[config.mk]
export PLATFORM = sky130hd
export DESIGN_NAME = unit_squad
export DESIGN_NICKNAME = d
export VERILOG_FILES = /design/src/rtl/unit_pkg.sv /design/src/rtl/unit_slot.sv /design/src/rtl/unit_squad.sv
export SDC_FILE = /design/constraint.sdc
export NUM_CORES = 1
export LEC_CHECK = 0
export CELL_PAD_IN_SITES_DETAIL_PLACEMENT = 2
export CELL_PAD_IN_SITES_GLOBAL_PLACEMENT = 2
export CORE_MARGIN = 2
export CORE_UTILIZATION = 39
export DETAILED_ROUTE_END_ITERATION = 16
export HOLD_SLACK_MARGIN = 0.05
export PLACE_DENSITY = 0.95
export SLEW_MARGIN = 20
export SYNTH_ARGS = -nofsm -noshare
export SYNTH_HDL_FRONTEND = slang
export SYNTH_SLANG_ARGS = --single-unit
[constraint.sdc]
create_clock -name clk -period 12.2 [get_ports clk]
set_input_delay 1.22 -clock clk [delete_from_list [all_inputs] [get_ports clk]]
set_output_delay 1.22 -clock clk [all_outputs]
set_load 0.05 [all_outputs]
[src/rtl/unit_pkg.sv]
`default_nettype none
// +----------------------------------------------------------------------------+
// | unit_pkg : shared type codes, slot state encoding and helpers for squads   |
// | rev 1.0                                                                    |
// +----------------------------------------------------------------------------+
package unit_pkg;

  localparam logic [1:0] TYPE_NONE = 2'd0;
  localparam logic [1:0] TYPE_1    = 2'd1;
  localparam logic [1:0] TYPE_2    = 2'd2;
  localparam logic [1:0] TYPE_3    = 2'd3;

  typedef enum logic [2:0] {
    SLOT_IDLE   = 3'b001,
    SLOT_DEPLOY = 3'b010,
    SLOT_ALIVE  = 3'b100
  } slot_state_e;

  function automatic int unsigned power_of(input logic [1:0] t, input int unsigned p1,
                                           input int unsigned p2, input int unsigned p3);
    case (t)
      TYPE_1:  return p1;
      TYPE_2:  return p2;
      TYPE_3:  return p3;
      default: return 0;
    endcase
  endfunction

  function automatic int unsigned spawn_pos(input int unsigned dir, input int unsigned pos_w);
    return (dir == 0) ? ((32'd1 << pos_w) - 32'd1) : 32'd0;
  endfunction

endpackage
`default_nettype wire

[src/rtl/unit_slot.sv]
`default_nettype none
// +----------------------------------------------------------------------------+
// | unit_slot : one squad slot - lifecycle FSM, health, power, march, attack   |
// | rev 1.0                                                                    |
// +----------------------------------------------------------------------------+
module unit_slot
  import unit_pkg::*;
#(
  parameter int unsigned POS_W  = 9,
  parameter int unsigned HP_W   = 8,
  parameter int unsigned DIR    = 0,
  parameter int unsigned HP_MAX = 255,
  parameter int unsigned POWER1 = 32,
  parameter int unsigned POWER2 = 64,
  parameter int unsigned POWER3 = 128
) (
  input  logic              clk,
  input  logic              reset,
  input  logic              deploy_en,
  input  logic [1:0]        deploy_type,
  input  logic              move_tick,
  input  logic              hit_en,
  input  logic [HP_W-1:0]   damage_in,
  input  logic [POS_W-1:0]  enemy_front,
  output slot_state_e       state,
  output logic [POS_W-1:0]  pos,
  output logic [1:0]        unit_type,
  output logic              attacking,
  output logic [HP_W-1:0]   power
);

  localparam logic [POS_W-1:0] SPAWN = POS_W'(spawn_pos(DIR, POS_W));

  slot_state_e       state_q, state_d;
  logic [1:0]        kind_q, kind_d;
  logic [1:0]        type_q, type_d;
  logic [HP_W-1:0]   health_q, health_d;
  logic [HP_W-1:0]   power_q, power_d;
  logic [POS_W-1:0]  pos_q, pos_d;
  logic              attacking_q, attacking_d;
  logic              reached;
  logic              fatal;

  always_comb begin
    state_d     = state_q;
    kind_d      = kind_q;
    type_d      = type_q;
    health_d    = health_q;
    power_d     = power_q;
    pos_d       = pos_q;
    attacking_d = attacking_q;
    reached     = (DIR == 0) ? (enemy_front >= pos_q) : (enemy_front <= pos_q);
    fatal       = (damage_in != '0) && (health_q <= damage_in);

    case (state_q)
      SLOT_IDLE: begin
        if (deploy_en) begin
          state_d = SLOT_DEPLOY;
          kind_d  = deploy_type;
        end
      end
      SLOT_DEPLOY: begin
        state_d  = SLOT_ALIVE;
        health_d = HP_W'(HP_MAX);
        power_d  = HP_W'(power_of(kind_q, POWER1, POWER2, POWER3));
        type_d   = kind_q;
      end
      SLOT_ALIVE: begin
        // A killing hit pre-empts any move in the same cycle
        if (hit_en && fatal) begin
          state_d     = SLOT_IDLE;
          type_d      = TYPE_NONE;
          health_d    = '0;
          power_d     = '0;
          pos_d       = SPAWN;
          attacking_d = 1'b0;
        end else begin
          if (hit_en) health_d = health_q - damage_in;
          if (move_tick) begin
            attacking_d = reached;
            if (!reached) begin
              if (DIR == 0) begin
                if (pos_q != '0) pos_d = pos_q - 1'b1;
              end else begin
                if (pos_q != '1) pos_d = pos_q + 1'b1;
              end
            end
          end
        end
      end
      default: state_d = SLOT_IDLE;
    endcase
  end

  always_ff @(posedge clk or posedge reset) begin
    if (reset) begin
      state_q     <= SLOT_IDLE;
      kind_q      <= TYPE_NONE;
      type_q      <= TYPE_NONE;
      health_q    <= '0;
      power_q     <= '0;
      pos_q       <= SPAWN;
      attacking_q <= 1'b0;
    end else begin
      state_q     <= state_d;
      kind_q      <= kind_d;
      type_q      <= type_d;
      health_q    <= health_d;
      power_q     <= power_d;
      pos_q       <= pos_d;
      attacking_q <= attacking_d;
    end
  end

  assign state     = state_q;
  assign pos       = pos_q;
  assign unit_type = type_q;
  assign attacking = attacking_q;
  assign power     = power_q;

endmodule
`default_nettype wire

[src/rtl/unit_squad.sv]
`default_nettype none
// +----------------------------------------------------------------------------+
// | unit_squad : slot bank with allocation, front selection, damage summing    |
// | rev 1.0                                                                    |
// +----------------------------------------------------------------------------+
module unit_squad
  import unit_pkg::*;
#(
  parameter int unsigned NUM_UNITS = 4,
  parameter int unsigned POS_W     = 9,
  parameter int unsigned HP_W      = 8,
  parameter int unsigned DIR       = 0,
  parameter int unsigned HP_MAX    = 255,
  parameter int unsigned POWER1    = 32,
  parameter int unsigned POWER2    = 64,
  parameter int unsigned POWER3    = 128,
  parameter int unsigned SPAWN_GAP = 8
) (
  input  logic                            clk,
  input  logic                            reset,
  input  logic                            purchase,
  input  logic [1:0]                      type_sel,
  input  logic                            move_tick,
  input  logic                            damage_tick,
  input  logic [HP_W-1:0]                 damage_in,
  input  logic [POS_W-1:0]                enemy_front,
  output logic                            purchase_ack,
  output logic                            purchase_reject,
  output logic                            full,
  output logic [$clog2(NUM_UNITS+1)-1:0]  alive_count,
  output logic [POS_W-1:0]                front_pos,
  output logic                            front_valid,
  output logic [HP_W-1:0]                 damage_out,
  output logic [NUM_UNITS*POS_W-1:0]      unit_pos,
  output logic [NUM_UNITS*2-1:0]          unit_type
);

  localparam int unsigned CNT_W = $clog2(NUM_UNITS + 1);
  localparam int unsigned CD_W  = (SPAWN_GAP > 0) ? $clog2(SPAWN_GAP + 1) : 1;
  localparam int unsigned SUM_W = HP_W + CNT_W;
  localparam logic [POS_W-1:0] SPAWN = POS_W'(spawn_pos(DIR, POS_W));

  slot_state_e       slot_state [NUM_UNITS];
  logic [POS_W-1:0]  slot_pos   [NUM_UNITS];
  logic [1:0]        slot_type  [NUM_UNITS];
  logic              slot_att   [NUM_UNITS];
  logic [HP_W-1:0]   slot_pow   [NUM_UNITS];

  logic [NUM_UNITS-1:0] alloc_oh, front_oh, deploy_en, hit_en;
  logic                 any_idle, accept;
  logic [CNT_W-1:0]     alive_w;
  logic [POS_W-1:0]     front_pos_w;
  logic                 front_valid_w;
  logic [SUM_W-1:0]     sum_w;
  logic [HP_W-1:0]      sum_sat;

  logic              ack_q, ack_d;
  logic              reject_q, reject_d;
  logic [CD_W-1:0]   cooldown_q, cooldown_d;
  logic [HP_W-1:0]   damage_q, damage_d;

  for (genvar i = 0; i < NUM_UNITS; i++) begin : g_slot
    unit_slot #(
      .POS_W (POS_W), .HP_W (HP_W), .DIR (DIR), .HP_MAX (HP_MAX),
      .POWER1 (POWER1), .POWER2 (POWER2), .POWER3 (POWER3)
    ) u_slot (
      .clk         (clk),
      .reset       (reset),
      .deploy_en   (deploy_en[i]),
      .deploy_type (type_sel),
      .move_tick   (move_tick),
      .hit_en      (hit_en[i]),
      .damage_in   (damage_in),
      .enemy_front (enemy_front),
      .state       (slot_state[i]),
      .pos         (slot_pos[i]),
      .unit_type   (slot_type[i]),
      .attacking   (slot_att[i]),
      .power       (slot_pow[i])
    );
    assign unit_pos[i*POS_W +: POS_W] = slot_pos[i];
    assign unit_type[i*2 +: 2]        = slot_type[i];
  end

  // Allocation, occupancy, front selection (lowest index wins ties) and attack sum
  always_comb begin
    any_idle      = 1'b0;
    alloc_oh      = '0;
    alive_w       = '0;
    front_valid_w = 1'b0;
    front_oh      = '0;
    front_pos_w   = SPAWN;
    sum_w         = '0;
    for (int i = 0; i < NUM_UNITS; i++) begin
      if (slot_state[i] == SLOT_IDLE) begin
        if (!any_idle) alloc_oh[i] = 1'b1;
        any_idle = 1'b1;
      end else begin
        alive_w = alive_w + 1'b1;
      end
      if (slot_state[i] == SLOT_ALIVE) begin
        if (!front_valid_w ||
            ((DIR == 0) ? (slot_pos[i] < front_pos_w) : (slot_pos[i] > front_pos_w))) begin
          front_valid_w = 1'b1;
          front_oh      = '0;
          front_oh[i]   = 1'b1;
          front_pos_w   = slot_pos[i];
        end
        if (slot_att[i]) sum_w = sum_w + SUM_W'(slot_pow[i]);
      end
    end
    sum_sat = (sum_w > SUM_W'({HP_W{1'b1}})) ? {HP_W{1'b1}} : sum_w[HP_W-1:0];
  end

  always_comb begin
    accept     = purchase && (type_sel != TYPE_NONE) && any_idle && (cooldown_q == '0);
    deploy_en  = accept ? alloc_oh : '0;
    hit_en     = damage_tick ? front_oh : '0;
    ack_d      = accept;
    reject_d   = purchase && !accept;
    cooldown_d = cooldown_q;
    if (accept)                               cooldown_d = CD_W'(SPAWN_GAP);
    else if (move_tick && cooldown_q != '0)   cooldown_d = cooldown_q - 1'b1;
    damage_d   = move_tick ? sum_sat : damage_q;
  end

  always_ff @(posedge clk or posedge reset) begin
    if (reset) begin
      ack_q      <= 1'b0;
      reject_q   <= 1'b0;
      cooldown_q <= '0;
      damage_q   <= '0;
    end else begin
      ack_q      <= ack_d;
      reject_q   <= reject_d;
      cooldown_q <= cooldown_d;
      damage_q   <= damage_d;
    end
  end

  assign purchase_ack    = ack_q;
  assign purchase_reject = reject_q;
  assign full            = !any_idle;
  assign alive_count     = alive_w;
  assign front_pos       = front_pos_w;
  assign front_valid     = front_valid_w;
  assign damage_out      = damage_q;

endmodule
`default_nettype wire

== Yosys cells after proc, flatten, opt, wreduce, memory -nomap -nowiden ==
Cells that the tools add are included.

* Flip-flop bits (word level): 146
* Output and inout port bits: 68
* Logic and storage cells: 281

* $add $sub $neg: 15
* Order comparisons: 12
* Eq/ne operators: 40
* Multiplexer cells: 116
* Reductions and logical operators: 66

{| class="wikitable"
|+ Operators by type and width
! operator !! count
|-
| 9-bit 2-to-1 mux || 23
|-
| 8-bit one-hot mux with 2 select lines || 8
|-
| 8-bit 2-to-1 mux || 15
|-
| 8-bit one-hot mux with 3 select lines || 4
|-
| 11-bit 2-to-1 mux || 6
|-
| 4-bit 2-to-1 mux || 10
|-
| 2-bit AND reduction || 20
|-
| 9-bit >= comparator || 4
|-
| 3-bit one-hot mux with 3 select lines || 4
|-
| 9-bit nonzero test || 4
|-
| 9-bit by 1-bit subtractor with 9-bit output (second input constant) || 4
|-
| 11-bit by 8-bit adder with 11-bit output || 3
|-
| 3-bit 2-to-1 mux || 11
|-
| 8-bit <= comparator || 4
|-
| 8-bit subtractor || 4
|-
| 2-bit nonzero test || 14
|-
| 9-bit < comparator || 3
|-
| 1-bit 2-to-1 mux || 27
|-
| 2-bit == test (second input constant) || 8
|-
| 2-bit inequality test (second input constant) || 8
|-
| 2-bit one-hot mux with 2 select lines || 4
|-
| 4-bit AND reduction || 4
|-
| 1-bit logical AND || 13
|-
| 3-bit by 1-bit == test with 1-bit output (second input constant) || 4
|-
| 14 further kinds || 40
|}

== Logic depth before layout (Yosys ltp) ==
* Depth after elaboration: 18
* Gate-level depth with buffers: 28
* Depth with buffers taken out: 24

== By module ==
A second synthesis with hierarchy kept.

* Cells, all modules: 1299
* Area total of the unflattened synthesis: 11312.1 µm²

{| class="wikitable"
|+ By module, submodules not included
! module !! times used !! cells each !! area an instance (µm²) !! sequential area each (µm²)
|-
| unit_slot at g_slot[1].u_slot ... || 2 || 222 || 2063.2 || 713.2
|-
| unit_squad || 1 || 428 || 3274.4 || 350.3
|-
| unit_slot at g_slot[0].u_slot || 1 || 215 || 1976.9 || 713.2
|-
| unit_slot at g_slot[2].u_slot || 1 || 212 || 1934.4 || 713.2
|}

== Worst setup path after synthesis ==
No wires, ideal clock.

* Path type: register to output
* Start: reg g_slot[0].u_slot.state_q[1]
* End: out front_pos[5]
* Arrival time: 6.601 ns
* Slack: 4.379 ns
* Stages on the path, launching flop included: 27
* Path buffers: 4
* Path through: dfrtp_1 > or3b_2 > clkbuf_1 > nor2_1 > ha_1 > nand3_1 > o311ai_2 > a21boi_1 > o22ai_1 > ha_1 > a211oi_1 > o21bai_1 > a22o_1 > nor2_1 > and2_1 > clkbuf_1 > a21oi_1 > ha_1 > o21a_1 > o21a_1 > a211oi_1 > o31ai_1 > o211ai_4 > clkbuf_1 > clkbuf_1 > nand2_1 > o21ai_0

* Cells in the longest elaborated chain, start to end: 14
* Elaborated cells between the ends (all ways): 22
* Classes of those cells: order compare: 3; eq/ne: 1; mux: 12; reduce/logical: 6

{| class="wikitable"
|+ RTL lines
! what !! RTL line !! RTL
|-
| start, declared || unit_slot.sv:34 || <nowiki>slot_state_e state_q, state_d;</nowiki>
|-
| start signal, assigned || unit_slot.sv:105 || <nowiki>state_q <= state_d;</nowiki>
|-
| 3-bit == test (*) || unit_squad.sv:101 || <nowiki>if (slot_state[i] == SLOT_ALIVE) begin</nowiki>
|-
| 9-bit 2-to-1 mux or 1-bit 2-to-1 mux (tied branches) || unit_squad.sv:101 ||
|-
| 9-bit < comparator or 1-bit zero test (tied branches) || unit_squad.sv:103, unit_squad.sv:102 ||
|-
| 1-bit logical OR || unit_squad.sv:102 || <nowiki>if (!front_valid_w ||</nowiki>
|-
| 9-bit 2-to-1 mux or 1-bit 2-to-1 mux (tied branches) || unit_squad.sv:102 ||
|-
| 9-bit 2-to-1 mux or 1-bit 2-to-1 mux (tied branches) || unit_squad.sv:101 ||
|-
| 9-bit < comparator or 1-bit zero test (tied branches) || unit_squad.sv:103, unit_squad.sv:102 ||
|-
| 1-bit logical OR || unit_squad.sv:102 ||
|-
| 9-bit 2-to-1 mux or 1-bit 2-to-1 mux (tied branches) || unit_squad.sv:102 ||
|-
| 9-bit 2-to-1 mux or 1-bit 2-to-1 mux (tied branches) || unit_squad.sv:101 ||
|-
| 9-bit < comparator or 1-bit zero test (tied branches) || unit_squad.sv:103, unit_squad.sv:102 ||
|-
| 1-bit logical OR || unit_squad.sv:102 ||
|-
| 9-bit 2-to-1 mux || unit_squad.sv:102 ||
|-
| 9-bit 2-to-1 mux (*) || unit_squad.sv:101 ||
|-
| end, declared || unit_squad.sv:31 || <nowiki>output logic [POS_W-1:0] front_pos,</nowiki>
|}

Every way passes the cells marked *; elsewhere a longest branch is shown, timed or not.

== Final worst setup path ==
* Start: reg g_slot[0].u_slot.state_q[2]
* End: out front_pos[3]

The elaborated chain is that of the path after synthesis.

==> results.sh <==
export IMPL_status="completed"
export IMPL_seqPwrFrac=0.360
export IMPL_worst_setup_path_end_kind="primary output"
export IMPL_syn_area_um2=9220
export IMPL_n_fill_cell=2482
export IMPL_dr_pass1_iters=5
export IMPL_io_buffers=91
export IMPL_synth_seq_cells=122
export IMPL_syn2layout_area_growth_pct=19.6
export IMPL_stdcell_area_um2=11000
export IMPL_clkPwrFrac=0.381
export IMPL_antennaDiodeCount=0
export IMPL_clock_fmax_mhz=94.5
export IMPL_synth_top_flop_cell="dfrtp_1"
export IMPL_cts_tree="built"
export IMPL_hpwl_um=27300
export IMPL_grt_max_degree=64
export IMPL_p_switching_uw=519
export IMPL_core_um2=23300
export IMPL_combPwrFrac=0.259
export IMPL_cts_setup_buffers=0
export IMPL_gp_congestion=0.901
export IMPL_root_buffer="clkbuf_16"
export IMPL_synth_top_cell_by_area="dfrtp_1"
export IMPL_rsz0062_at_grt="false"
export IMPL_sw_frac_of_total=0.370
export IMPL_antenna_left=0
export IMPL_synth_area_leaders="dfrtp_1 (22%), ha_1 (15%), dfstp_2 (11%)"
export IMPL_finalHoldViolations=0
export IMPL_htreeDepth=4
export IMPL_synthCells=1042
export IMPL_start_util=0.395
export IMPL_syn_nets=1184
export IMPL_drt_iter0_drc=561
export IMPL_wire_per_inst_um=29.6
export IMPL_worst_path_max_fanout=27
export IMPL_clk_path_buf_depth=2
export IMPL_relSlewSlack=0.209
export IMPL_finClkSkew_ps=12.9
export IMPL_antenna_found_initial=0
export IMPL_startpoint="g_slot[0].u_slot.state[2]"
export IMPL_path_clk_slew_ps=70
export IMPL_cts_resized_gates=0
export IMPL_ys_top_cells_by_count="nand2_1 (122), ha_1 (111), dfrtp_1 (82)"
export IMPL_grt_pass1_wl_um=65600
export IMPL_synth_async_reset_ratio=1.00
export IMPL_setup_viol=0
export IMPL_vias=9375
export IMPL_overflow=0
export IMPL_drt_total_wl_um=43200
export IMPL_drive_gt1_frac=0.102
export IMPL_drv_slew=0
export IMPL_required_ps=10980
export IMPL_cellPowerDensity_nw_per_um2=127
export IMPL_hp_class="reg2reg"
export IMPL_final_net_count=1268
export IMPL_synth_edf_count=0
export IMPL_power_leakage_uw=0.00496
export IMPL_grt_pass1_vias=10634
export IMPL_tightest_slew_ps=1180
export IMPL_synth_top_area_frac=0.223
export IMPL_clock_sinks=122
export IMPL_yosys_warnings=0
export IMPL_period_share=0.868
export IMPL_syn_area_per_cell_um2=8.85
export IMPL_clk_latency_ps=450
export IMPL_die_width_um=158
export IMPL_irDropWorstVdd_mv=0.0698
export IMPL_grt_use_total=0.353
export IMPL_min_period_ps=10580
export IMPL_arrival_ps=9360
export IMPL_dieArea_um2=24900
export IMPL_ys_seq_area_frac=0.337
export IMPL_hold_buffers=0
export IMPL_placed_area_um2=10400
export IMPL_timing_rr_start="g_slot[0].u_slot.state[2]"
export IMPL_hp_start="g_slot[0].u_slot.kind_q[1]"
export IMPL_finish_utilization=0.472
export IMPL_die_h_um=158
export IMPL_maxCapViolations=0
export IMPL_remaining_drc_errors=0
export IMPL_vias_per_cell=6.43
export IMPL_yosysMostFrequentCell="nand2_1"
export IMPL_power_internal_uw=886
export IMPL_rows=56
export IMPL_worst_setup_path_start_kind="flip-flop"
export IMPL_cts_buffers=17
export IMPL_setup_tns_ps=0
export IMPL_ys_types=74
export IMPL_crit_type="reg2out"
export IMPL_io_pins=92
==> through the flow <==
step / total power (uW) / hold slack (ps) / setup slack (ps) / instances
3_3_place_gp: 797 / 453 / 3760 / 1426
5_1_grt: 1450 / 519 / 1350 / 1458
2_1_floorplan: 711 / 447 / 4380 / 1042
3_5_place_dp: 835 / 502 / 3130 / 1426
4_1_cts: 1400 / 508 / 1910 / 1458
6_report: 1410 / 509 / 1620 / 1458
==> cell families (layout without fill, tap and decap cells) <==
kind of cell / Yosys count / count (layout) / share of synthesized area
DFF: 122 / 122 / 0.337
muxes: 29 / 29 / 0.0341
adders and majority gates: 118 / 118 / 0.166
xor gates and xnor gates: 49 / 49 / 0.0465
AOI/OAI and AO/OA: 248 / 248 / 0.172
buffers and inverters: 106 / 203 / 0.0468
and+or+nand+nor: 370 / 370 / 0.199
==> cells in the final DEF, fill, tap and decap left out, drive strengths merged, types with 5 or more instances in the layout <==
master,count
a211oi,15
a21o,25
a21oi,71
a31o,5
a31oi,10
and2,12
and3,14
clkbuf,17
clkdlybuf4s50,91
clkinvlp,5
dfrtp,82
dfstp,40
fa,7
ha,111
inv,80
mux2,9
mux2i,20
nand2,122
nand2b,15
nand3,19
nand3b,6
nand4,21
nor2,73
nor2b,6
nor3,34
nor3b,7
nor4,11
o211ai,8
o21ai,62
o22ai,15
or2,8
or3,6
xnor2,36
xor2,13
==> final timing paths <==
check                      cells past startpoint  slack, ps                       endpoint
setup / recovery                              24       1620                   front_pos[3]
hold / removal                                 1        510      g_slot[0].u_slot.power[5]
setup reg to reg                              24       2890        g_slot[2].u_slot.pos[1]
hold reg to reg                                1        510      g_slot[0].u_slot.power[5]
max in group asynchronous                      3       9510  g_slot[1].u_slot.unit_type[1]
min in group asynchronous                      2       1330   g_slot[0].u_slot.health_q[5]
==> per-layer routing <==
| metal | track usage | wire, um | vias up |
|---|---|---|---|
| met5 | 0 | 0 | - |
| met4 | 0.207 | 2610 | 0 |
| met3 | 0.0660 | 2280 | 193 |
| met2 | 0.621 | 21800 | 459 |
| met1 | 0.399 | 16500 | 4815 |
| li1 | - | - | 3908 |
==> state kept, by name, summed over array words and instances, names as in the netlist <==
name                     count
g_slot.u_slot.pos           36
g_slot.u_slot.health_q      32
g_slot.u_slot.power         12
g_slot.u_slot.state         12
g_slot.u_slot.kind_q         8
g_slot.u_slot.unit_type      8
cooldown_q                   4
damage_out                   4
g_slot.u_slot.attacking      4
purchase_ack                 1
purchase_reject              1
==> critical path, cell delays in order (launching register included) <==
cell             delay [ps]
dfrtp_1                 450
or3b_2                  670
nor2_1                  230
ha_1                    210
a21o_1                  130
a31oi_1                  50
o311ai_2                450
a21boi_1                700
o22ai_1                 280
ha_1                    380
o21ai_0                 240
o21bai_1                160
a22o_1                  260
nor2_1                  600
and2_1                  460
a21oi_1                 190
ha_1                    340
a211oi_1                330
o21ai_0                 200
a211oi_1                380
o31ai_1                 200
o211ai_4                650
nand2_1                 210
o21ai_0                 230
clkdlybuf4s50_1         890
==> final cells by class <==
cell class,instances,area (um^2),share of cell area
Clock buffer,17,425,0.0386
Multi-Input combinational cell,814,5700,0.517
Sequential cell,122,3100,0.281
Timing Repair Buffer,95,941,0.0854
Tap cell,319,399,0.0362
Inverter,76,288,0.0261
Clock inverter,15,166,0.0151
==> power by group through the flow <==
stage               logic [uW]  registers [uW]  clock network, uW
floorplan                  189             522                  0
global placement           299             498                  0
detailed placement         329             505                  0
CTS                        358             504                534
global route               388             509                550
finish                     364             506                535
Power figures use the tool's default switching activity.
